===== src/rtl/barrel_shift_pkg.sv =====
// barrel_shift_pkg: shared command types and default widths for the shifter arbiter.
package barrel_shift_pkg;
  localparam int DEF_DATA_W  = 4;
  localparam int DEF_SHAMT_W = 2;
  typedef enum logic {SEL_SHIFT = 1'b0, SEL_ROTATE = 1'b1} sel_e;
  typedef enum logic {DIR_RIGHT = 1'b0, DIR_LEFT = 1'b1} dir_e;
  typedef struct packed {
    sel_e                    select;
    dir_e                    direction;
    logic [DEF_SHAMT_W-1:0]  shift_value;
    logic [DEF_DATA_W-1:0]   din;
  } shift_cmd_t;
endpackage


===== src/rtl/barrel_shift_arbiter_rr.sv =====
// rr_arbiter: round-robin pick of the first request at or after the pointer.
module rr_arbiter #(
  parameter int NUM_REQ = 4,
  parameter int ID_W    = (NUM_REQ > 1) ? $clog2(NUM_REQ) : 1
) (
  input  logic [NUM_REQ-1:0] i_req,
  input  logic [ID_W-1:0]    i_ptr,
  input  logic               i_en,
  output logic [NUM_REQ-1:0] o_gnt,
  output logic [ID_W-1:0]    o_idx
);
  always_comb begin
    o_gnt = '0;
    o_idx = '0;
    for (int k = NUM_REQ - 1; k >= 0; k--) begin
      if (i_en && i_req[(int'(i_ptr) + k) % NUM_REQ]) begin
        o_gnt = '0;
        o_gnt[(int'(i_ptr) + k) % NUM_REQ] = 1'b1;
        o_idx = ID_W'((int'(i_ptr) + k) % NUM_REQ);
      end
    end
  end
endmodule


===== src/rtl/barrel_shifter.sv =====
// barrel_shifter: combinational logical shift / rotate, left or right.
module barrel_shifter #(
  parameter int DATA_W  = 4,
  parameter int SHAMT_W = 2
) (
  input  logic [DATA_W-1:0]  din,
  input  logic [SHAMT_W-1:0] shift_value,
  input  logic               select,
  input  logic               direction,
  output logic [DATA_W-1:0]  dout
);
  logic [2*DATA_W-1:0] w_dd;
  logic [2*DATA_W-1:0] w_rl;
  logic [2*DATA_W-1:0] w_rr;
  logic [DATA_W-1:0]   w_sh;
  assign w_dd = {din, din};
  // Rotation wraps modulo the data width; plain shifts zero-fill.
  assign w_rl = w_dd << (int'(shift_value) % DATA_W);
  assign w_rr = w_dd >> (int'(shift_value) % DATA_W);
  assign w_sh = direction ? din << shift_value : din >> shift_value;
  assign dout = !select ? w_sh : direction ? w_rl[2*DATA_W-1:DATA_W] : w_rr[DATA_W-1:0];
endmodule


===== src/rtl/barrel_shift_arbiter.sv =====
// barrel_shift_arbiter: round-robin sharing of one barrel_shifter with a registered response.
// Optional BARREL_ARB_STATS_EN adds saturating per-requester grant counters on grant_cnt.
module barrel_shift_arbiter
  import barrel_shift_pkg::*;
#(
  parameter int NUM_REQ = 4,
  parameter int DATA_W  = DEF_DATA_W,
  parameter int SHAMT_W = DEF_SHAMT_W,
  parameter int ID_W    = (NUM_REQ > 1) ? $clog2(NUM_REQ) : 1
) (
  input  logic                       clk,
  input  logic                       rst_n,
  input  logic [NUM_REQ-1:0]         req_valid,
  output logic [NUM_REQ-1:0]         req_ready,
  input  logic [NUM_REQ-1:0]         req_select,
  input  logic [NUM_REQ-1:0]         req_direction,
  input  logic [NUM_REQ*SHAMT_W-1:0] req_shift,
  input  logic [NUM_REQ*DATA_W-1:0]  req_din,
  output logic                       rsp_valid,
  input  logic                       rsp_ready,
  output logic [ID_W-1:0]            rsp_id,
  output logic [DATA_W-1:0]          rsp_dout
`ifdef BARREL_ARB_STATS_EN
  ,
  output logic [NUM_REQ*16-1:0]      grant_cnt
`endif
);
  logic               r_rsp_valid;
  logic [ID_W-1:0]    r_rsp_id;
  logic [DATA_W-1:0]  r_rsp_dout;
  logic [ID_W-1:0]    r_rr_ptr;
  logic [NUM_REQ-1:0] w_gnt;
  logic [ID_W-1:0]    w_idx;
  logic               w_any;
  logic               w_slot_free;
  sel_e               w_sel;
  dir_e               w_dir;
  logic [DATA_W-1:0]  w_dout;
  // Gating with rst_n keeps req_ready low for the whole reset window.
  assign w_slot_free = rst_n && (!r_rsp_valid || rsp_ready);
  assign w_any       = |w_gnt;
  assign req_ready   = w_gnt;
  assign w_sel       = sel_e'(req_select[w_idx]);
  assign w_dir       = dir_e'(req_direction[w_idx]);
  rr_arbiter #(.NUM_REQ(NUM_REQ), .ID_W(ID_W)) u_arb (
    .i_req (req_valid),
    .i_ptr (r_rr_ptr),
    .i_en  (w_slot_free),
    .o_gnt (w_gnt),
    .o_idx (w_idx)
  );
  barrel_shifter #(.DATA_W(DATA_W), .SHAMT_W(SHAMT_W)) u_shifter (
    .din         (req_din[w_idx*DATA_W +: DATA_W]),
    .shift_value (req_shift[w_idx*SHAMT_W +: SHAMT_W]),
    .select      (w_sel == SEL_ROTATE),
    .direction   (w_dir == DIR_LEFT),
    .dout        (w_dout)
  );
  always_ff @(posedge clk or negedge rst_n) begin
    if (!rst_n) begin
      r_rsp_valid <= 1'b0;
      r_rsp_id    <= '0;
      r_rsp_dout  <= '0;
      r_rr_ptr    <= '0;
    end else if (w_any) begin
      r_rsp_valid <= 1'b1;
      r_rsp_id    <= w_idx;
      r_rsp_dout  <= w_dout;
      r_rr_ptr    <= (int'(w_idx) == NUM_REQ - 1) ? '0 : w_idx + ID_W'(1);
    end else if (rsp_ready) begin
      r_rsp_valid <= 1'b0;
    end
  end
  assign rsp_valid = r_rsp_valid;
  assign rsp_id    = r_rsp_id;
  assign rsp_dout  = r_rsp_dout;
`ifdef BARREL_ARB_STATS_EN
  for (genvar g = 0; g < NUM_REQ; g++) begin : g_cnt
    logic [15:0] r_cnt;
    always_ff @(posedge clk or negedge rst_n) begin
      if (!rst_n) r_cnt <= '0;
      else if (w_gnt[g] && r_cnt != 16'hFFFF) r_cnt <= r_cnt + 16'd1;
    end
    assign grant_cnt[g*16 +: 16] = r_cnt;
  end
`endif
endmodule

===== config.mk =====
export PLATFORM = sky130hd
export DESIGN_NAME = barrel_shift_arbiter
export DESIGN_NICKNAME = d
export VERILOG_FILES = /design/src/rtl/barrel_shift_pkg.sv /design/src/rtl/barrel_shift_arbiter_rr.sv /design/src/rtl/barrel_shifter.sv /design/src/rtl/barrel_shift_arbiter.sv
export SDC_FILE = /design/constraint.sdc
export NUM_CORES = 1
export LEC_CHECK = 0
export CAP_MARGIN = 20
export CORE_AREA = 2 2 77 42
export CTS_CLUSTER_DIAMETER = 100
export DETAILED_ROUTE_END_ITERATION = 7
export DIE_AREA = 0 0 79 44
export GPL_TIMING_DRIVEN = 0
export PLACE_DENSITY = 0.84
export SLEW_MARGIN = 20
export SYNTH_ARGS = -nofsm -noshare
export SYNTH_HDL_FRONTEND = slang
export SYNTH_SLANG_ARGS = --single-unit

===== constraint.sdc =====
create_clock -name clk -period 5.6 [get_ports clk]
set_input_delay 1.68 -clock clk [delete_from_list [all_inputs] [get_ports clk]]
set_output_delay 1.68 -clock clk [all_outputs]
set_load 0.01 [all_outputs]

==> flow_summary.json, run 1 <==
{
  "grt_max_degree": 12,
  "hold_path_class": "reg2reg",
  "synth_nets": 184,
  "routed_wl_um": 3550,
  "die_area_mm2": 0.00348,
  "path_clk_slew_ns": 0.04,
  "postCtsHoldBufs": 0,
  "layout_setup_ws_ns": 0.168,
  "status": "completed",
  "tightest_slew_ns": 0.657,
  "ioPinCount": 50,
  "gr-total-overflow": 0,
  "synth_seq_cells": 9,
  "max_slew_margin": 0.558,
  "antenna_found_initial": 0,
  "fin_crit_ns": 5.43,
  "cts_tree": "built",
  "final_nets": 240,
  "dpl.hpwl_um": 2830,
  "clk_path_buf_depth": 2,
  "final_common_cell": "clkdlybuf4s50_1",
  "avgSynthCellArea_um2": 9.35,
  "fmax_mhz": 184,
  "crit_start": "req_valid[2]",
  "power_density_mw_per_mm2": 430,
  "die-width_um": 79,
  "area_growth_pct": 47.7,
  "synth-edff-count": 0,
  "path_class": "in2out",
  "hold_viol": 0,
  "finalSetupViolCount": 0,
  "min_from": "rsp_id[1]$_DFFE_PN0P_",
  "track_usage": 0.220,
  "ir_worst_vdd_mv": 0.153,
  "synth_cell_types": 40,
  "async_flop_share": 1.00,
  "vias_per_cell": 5.70,
  "r2r-start": "r_rr_ptr[0]$_DFFE_PN0P_",
  "p_leak_nw": 0.823,
  "syn_inst": 138,
  "stdcell_count": 233,
  "placedCellCount": 226,
  "worstSkewPairLatency_ns": 0.23,
  "start_util": 0.455,
  "antenna_left": 0,
  "critPathMaxFanout": 9,
  "cts.htree.levels": 1,
  "gp_congestion": 0.843,
  "cts-root-buf": "clkbuf_8",
  "crit_path_start_kind": "input port",
  "drcViolationCount": 0,
  "fin_hold_ws_ns": 0.469,
  "avgRoutedWirePerCell_um": 15.2,
  "firstDrtPassIters": 4,
  "power.total_w": 0.000820,
  "period_share": 0.970,
  "rsz0062_at_grt": "false",
  "drive_gt1_frac": 0.119,
  "dp_slack_ns": -0.456,
  "dominantRegCellSynth": "dfrtp_1",
  "dieHeight_um": 44,
  "drt-initial-drc-count": 68,
  "clock-sinks": 9,
  "numPortBuffers": 48,
  "crit_arrival_ns": 3.75,
  "grt_pass1_vias": 1250,
  "synth.cell_area_mm2": 0.00129,
  "antennaDiodeCount": 0,
  "grt_pass1_wl_um": 5910,
  "via_count": 1327,
  "cts-buffers-inserted": 3,
  "cp-end-kind": "output port",
  "num_rows": 14,
  "ys_seq_area_frac": 0.175,
  "maxCapViolations": 0,
  "slew_violations": 0,
  "coreArea_mm2": 0.00284,
  "cp.required_ns": 3.92,
  "synth_warnings": 0,
  "finClkSkew_ns": 0.000290,
  "layout_common_cells": "clkdlybuf4s50_1, nand2_1, nor2_1"
}
[critical path, stage by stage]
cell	delay, ns
dlygate4sd2_1	0.32
mux4_2	0.58
a2111oi_4	0.38
buf_4	0.18
buf_4	0.09
a2bb2oi_1	0.05
a21oi_1	0.18
dlygate4sd2_1	0.29
[sequential cells by signal, indices dropped and copies added, names as in the netlist]
signal and flops:
r_rr_ptr 2, rsp_valid 1, rsp_id 2, rsp_dout 4
[timing repair]
action,in CTS,in global routing
buffers inserted,3,0
gates resized for setup,9,5
setup endpoints to repair,4,4
pin swaps,1,1
[per-stage QoR]
stage / utilization / setup TNS (ns) / area (um2)
after floorplan: - / 0 / 1290
after global placement: 0.642 / -1.42 / 1820
after detailed placement: 0.642 / -1.72 / 1820
after CTS: 0.667 / 0 / 1890
after global routing: 0.672 / 0 / 1910
final: 0.672 / 0 / 1910
[power by group]
part	leakage (nW)	internal [W]	total (W)	switching (W)
clock	0.0228	0.0000496	0.0000747	0.0000252
sequential	0.107	0.0000952	0.000121	0.0000262
combinational	0.693	0.000297	0.000624	0.000327
[cell families after synthesis]
kind of cell	Yosys count	share of synthesized area
simple gates	45	0.168
buf+inv	15	0.0611
mux	22	0.291
fa+ha+maj	7	0.0679
compound gates	39	0.231
flops	9	0.175
xor+xnor	1	0.00679
[synth_stat cells (4+ instances only)]
| master | instances | share of area |
|---|---|---|
| dfrtp_1 | 9 | 0.17 |
| a22oi_1 | 4 | 0.023 |
| nand2_1 | 15 | 0.044 |
| o21ai_0 | 9 | 0.035 |
| nor2_1 | 12 | 0.035 |
| a2bb2oi_1 | 4 | 0.027 |
| ha_1 | 7 | 0.068 |
| inv_1 | 8 | 0.023 |
| a21oi_1 | 7 | 0.027 |
| clkbuf_1 | 4 | 0.012 |
| mux4_1 | 7 | 0.14 |
| mux2i_1 | 9 | 0.070 |
[path summary, 6_finish.rpt]
kind / slack [ns] / endpoint / cells past startpoint
worst max-delay path: 0.17 / req_ready[2] / 8
worst min-delay path: 0.47 / rsp_id[1]$_DFFE_PN0P_ / 2
worst max register to register: 1.28 / rsp_dout[1]$_DFFE_PN0P_ / 15
worst min register to register: 0.47 / rsp_id[1]$_DFFE_PN0P_ / 2
max in group asynchronous: 3.79 / rsp_dout[2]$_DFFE_PN0P_ / 1
min in group asynchronous: 1.49 / r_rr_ptr[0]$_DFFE_PN0P_ / 1
[layer usage]
metal	routed length [um]	up-vias	global-route usage
met3	284	0	0.0396
met2	1670	65	0.378
li1	-	646	-
met1	1600	616	0.304
met4	0	0	0.0310
met5	0	-	0
[layout make-up]
class	instances	area, um2
Fill cell	226	932
Sequential cell	9	225
Multi-Input combinational cell	114	1000
Buffer	7	48.8
Inverter	8	30.0
Clock buffer	4	45.0
Tap cell	40	50.0
Timing Repair Buffer	51	502
No activity file was read; power rests on OpenSTA's default activity.
==> inputs of run 2 (changes only) <==
--- a/config.mk
+++ b/config.mk
@@ -5,6 +5,7 @@
 export SDC_FILE = /design/constraint.sdc
 export NUM_CORES = 1
 export LEC_CHECK = 0
+export ABC_AREA = 0
 export CAP_MARGIN = 20
 export CORE_AREA = 2 2 77 42
 export CTS_CLUSTER_DIAMETER = 100
==> results of run 2 <==
No change in the layout: final DEF, timing and power equal those of run 1.
==> inputs of run 3 (changes only) <==
--- a/config.mk
+++ b/config.mk
@@ -7,12 +7,11 @@
 export LEC_CHECK = 0
 export ABC_AREA = 0
 export CAP_MARGIN = 20
-export CORE_AREA = 2 2 77 42
+export CORE_AREA = 2 2 54 56
 export CTS_CLUSTER_DIAMETER = 100
 export DETAILED_ROUTE_END_ITERATION = 7
-export DIE_AREA = 0 0 79 44
-export GPL_TIMING_DRIVEN = 0
-export PLACE_DENSITY = 0.84
+export DIE_AREA = 0 0 56 58
+export DONT_BUFFER_PORTS = 1
 export SLEW_MARGIN = 20
 export SYNTH_ARGS = -nofsm -noshare
 export SYNTH_HDL_FRONTEND = slang
==> run 3 against run 2 <==
  * Clock skew is 0.0045 ns higher
  * Core utilization is 17 points lower
  * Die area is 6.6% lower
  * Flip-flop and latch count stayed put
  * Critical endpoint is now req_ready[0]
==> flow_summary.json, run 3 (synthesis results as in run 1) <==
{
  "p_leak_nw": 0.571,
  "cts.htree.levels": 1,
  "p_int_w": 0.000339,
  "gp_congestion": 0.857,
  "slowest_stage": "mux4_2",
  "grt_pass1_wl_um": 4700,
  "postCtsHoldBufs": 0,
  "avgRoutedWirePerCell_um": 16.4,
  "clockPowerShare": 0.075,
  "ir_worst_vdd_mv": 0.331,
  "vias_per_cell": 6.52,
  "cp.required_ns": 3.92,
  "track_usage": 0.178,
  "slew_violations": 0,
  "cts-root-buf": "clkbuf_4",
  "drcViolationCount": 0,
  "drive_gt1_frac": 0.138,
  "final_nets": 185,
  "maxCapViolations": 0,
  "gr-total-overflow": 0,
  "ctsResizeCount": 0,
  "drt-initial-drc-count": 38,
  "grt_max_degree": 15,
  "num-fill-cells": 258,
  "cts_setup_buffers": 0,
  "coreArea_mm2": 0.00266,
  "netSwitchingFraction": 0.498,
  "antenna_found_initial": 0,
  "finalSetupTns_ns": 0,
  "ioPinCount": 50,
  "clk_path_buf_depth": 2,
  "critPathMaxFanout": 9,
  "comb_power_share": 0.718,
  "numPortBuffers": 0,
  "worstSkewPairLatency_ns": 0.26,
  "fin_crit_ns": 4.96,
  "max_slew_margin": 0.380,
  "rsz0062_at_grt": "false",
  "cts-buffers-inserted": 3,
  "clock-sinks": 9,
  "finalSetupViolCount": 0,
  "antenna_left": 0,
  "final_core_util": 0.502,
  "final_common_cell": "nand2_1",
  "firstDrtPassIters": 4,
  "dpl.hpwl_um": 2220,
  "cts_tree": "built",
  "dieHeight_um": 58,
  "path_clk_slew_ns": 0.06,
  "crit_path_start_kind": "input port",
  "fin_hold_ws_ns": 0.541,
  "via_count": 1102,
  "power_density_mw_per_mm2": 505,
  "start_util": 0.484,
  "finClkSkew_ns": 0.00482,
  "max_stage_delay_ns": 0.55,
  "hold_path_class": "reg2reg",
  "largest_register_ffs": 4,
  "seqPwrFrac": 0.207,
  "grt_pass1_vias": 1066,
  "layout_common_cells": "nand2_1, nor2_1, mux2i_1, o21ai_0, dfrtp_1",
  "hold_viol": 0,
  "cp-end-kind": "output port",
  "path_class": "in2out",
  "die_area_mm2": 0.00325,
  "die-width_um": 56,
  "status": "completed",
  "antennaDiodeCount": 0,
  "fmax_mhz": 202,
  "period_share": 0.885,
  "routed_wl_um": 2780,
  "num_rows": 19,
  "area_growth_pct": 3.59,
  "crit_arrival_ns": 3.28,
  "path_cells": "mux4_2, a2111oi_2, a2bb2oi_1, a21oi_1",
  "tightest_slew_ns": 0.926,
  "power.switching_w": 0.000336
}
-- run 3: changes by cell type in the layout (fill, tap and decap cells not counted), sizes merged --
cell / change
clkinv: +1
dlymetal6s2s: -2
clkdlybuf4s50: -40
buf: -3
dlygate4sd2: -5
clkbuf: -5
clkdlybuf4s15: -1
-- run 3: worst max-delay path: cells and delay by family --
family / cells / cell delay, ns
AO/OA/AOI/OAI: 3 / 1.04
multiplexers: 1 / 0.55
-- run 3: layout make-up --
class                           count  area, um2  share of cell area
Clock inverter                      1       5.00             0.00375
Multi-Input combinational cell    114        992               0.743
Timing Repair Buffer                3       22.5              0.0169
Inverter                            8       30.0              0.0225
Tap cell                           31       38.8              0.0290
Sequential cell                     9        225               0.169
Clock buffer                        3       22.5              0.0169
-- run 3: power by group through the flow --
| stage | combinational (W) | sequential [W] | clock, W |
|---|---|---|---|
| 6_report | 0.000484 | 0.000139 | 0.0000506 |
| 5_1_grt | 0.000539 | 0.000145 | 0.0000533 |
| 4_1_cts | 0.000484 | 0.000140 | 0.0000509 |
| 3_5_place_dp | 0.000482 | 0.000141 | 0 |
| 3_3_place_gp | 0.000477 | 0.000140 | 0 |
| 2_1_floorplan | 0.000410 | 0.000127 | 0 |
-- run 3: stage by stage --
stage / setup WS [ns] / std cells / instance area, um2 / total power, W
2_1_floorplan: 0.732 / 138 / 1290 / 0.000537
5_1_grt: 0.394 / 169 / 1340 / 0.000737
3_5_place_dp: 0.675 / 165 / 1310 / 0.000623
6_report: 0.644 / 169 / 1340 / 0.000674
4_1_cts: 0.659 / 169 / 1340 / 0.000675
3_3_place_gp: 0.786 / 165 / 1310 / 0.000616
-- run 3: routing by layer --
layer	GRT usage	vias up	share of wire
li1	-	532	-
met1	0.256	518	0.49
met2	0.274	48	0.42
met3	0.0379	4	0.079
met4	0.0510	0	0.0068
met5	0	-	0
-- run 3: final timing paths --
check,from,end,slack (ns),depth (start not counted)
max in group asynchronous,rst_n,rsp_dout[1]$_DFFE_PN0P_,4.42,0
hold reg to reg,rsp_id[1]$_DFFE_PN0P_,rsp_id[1]$_DFFE_PN0P_,0.54,2
hold / removal,rsp_id[1]$_DFFE_PN0P_,rsp_id[1]$_DFFE_PN0P_,0.54,2
setup / recovery,req_valid[2],req_ready[0],0.64,4
setup reg to reg,r_rr_ptr[0]$_DFFE_PN0P_,rsp_dout[1]$_DFFE_PN0P_,1.24,10
min in group asynchronous,rst_n,r_rr_ptr[0]$_DFFE_PN0P_,1.10,0
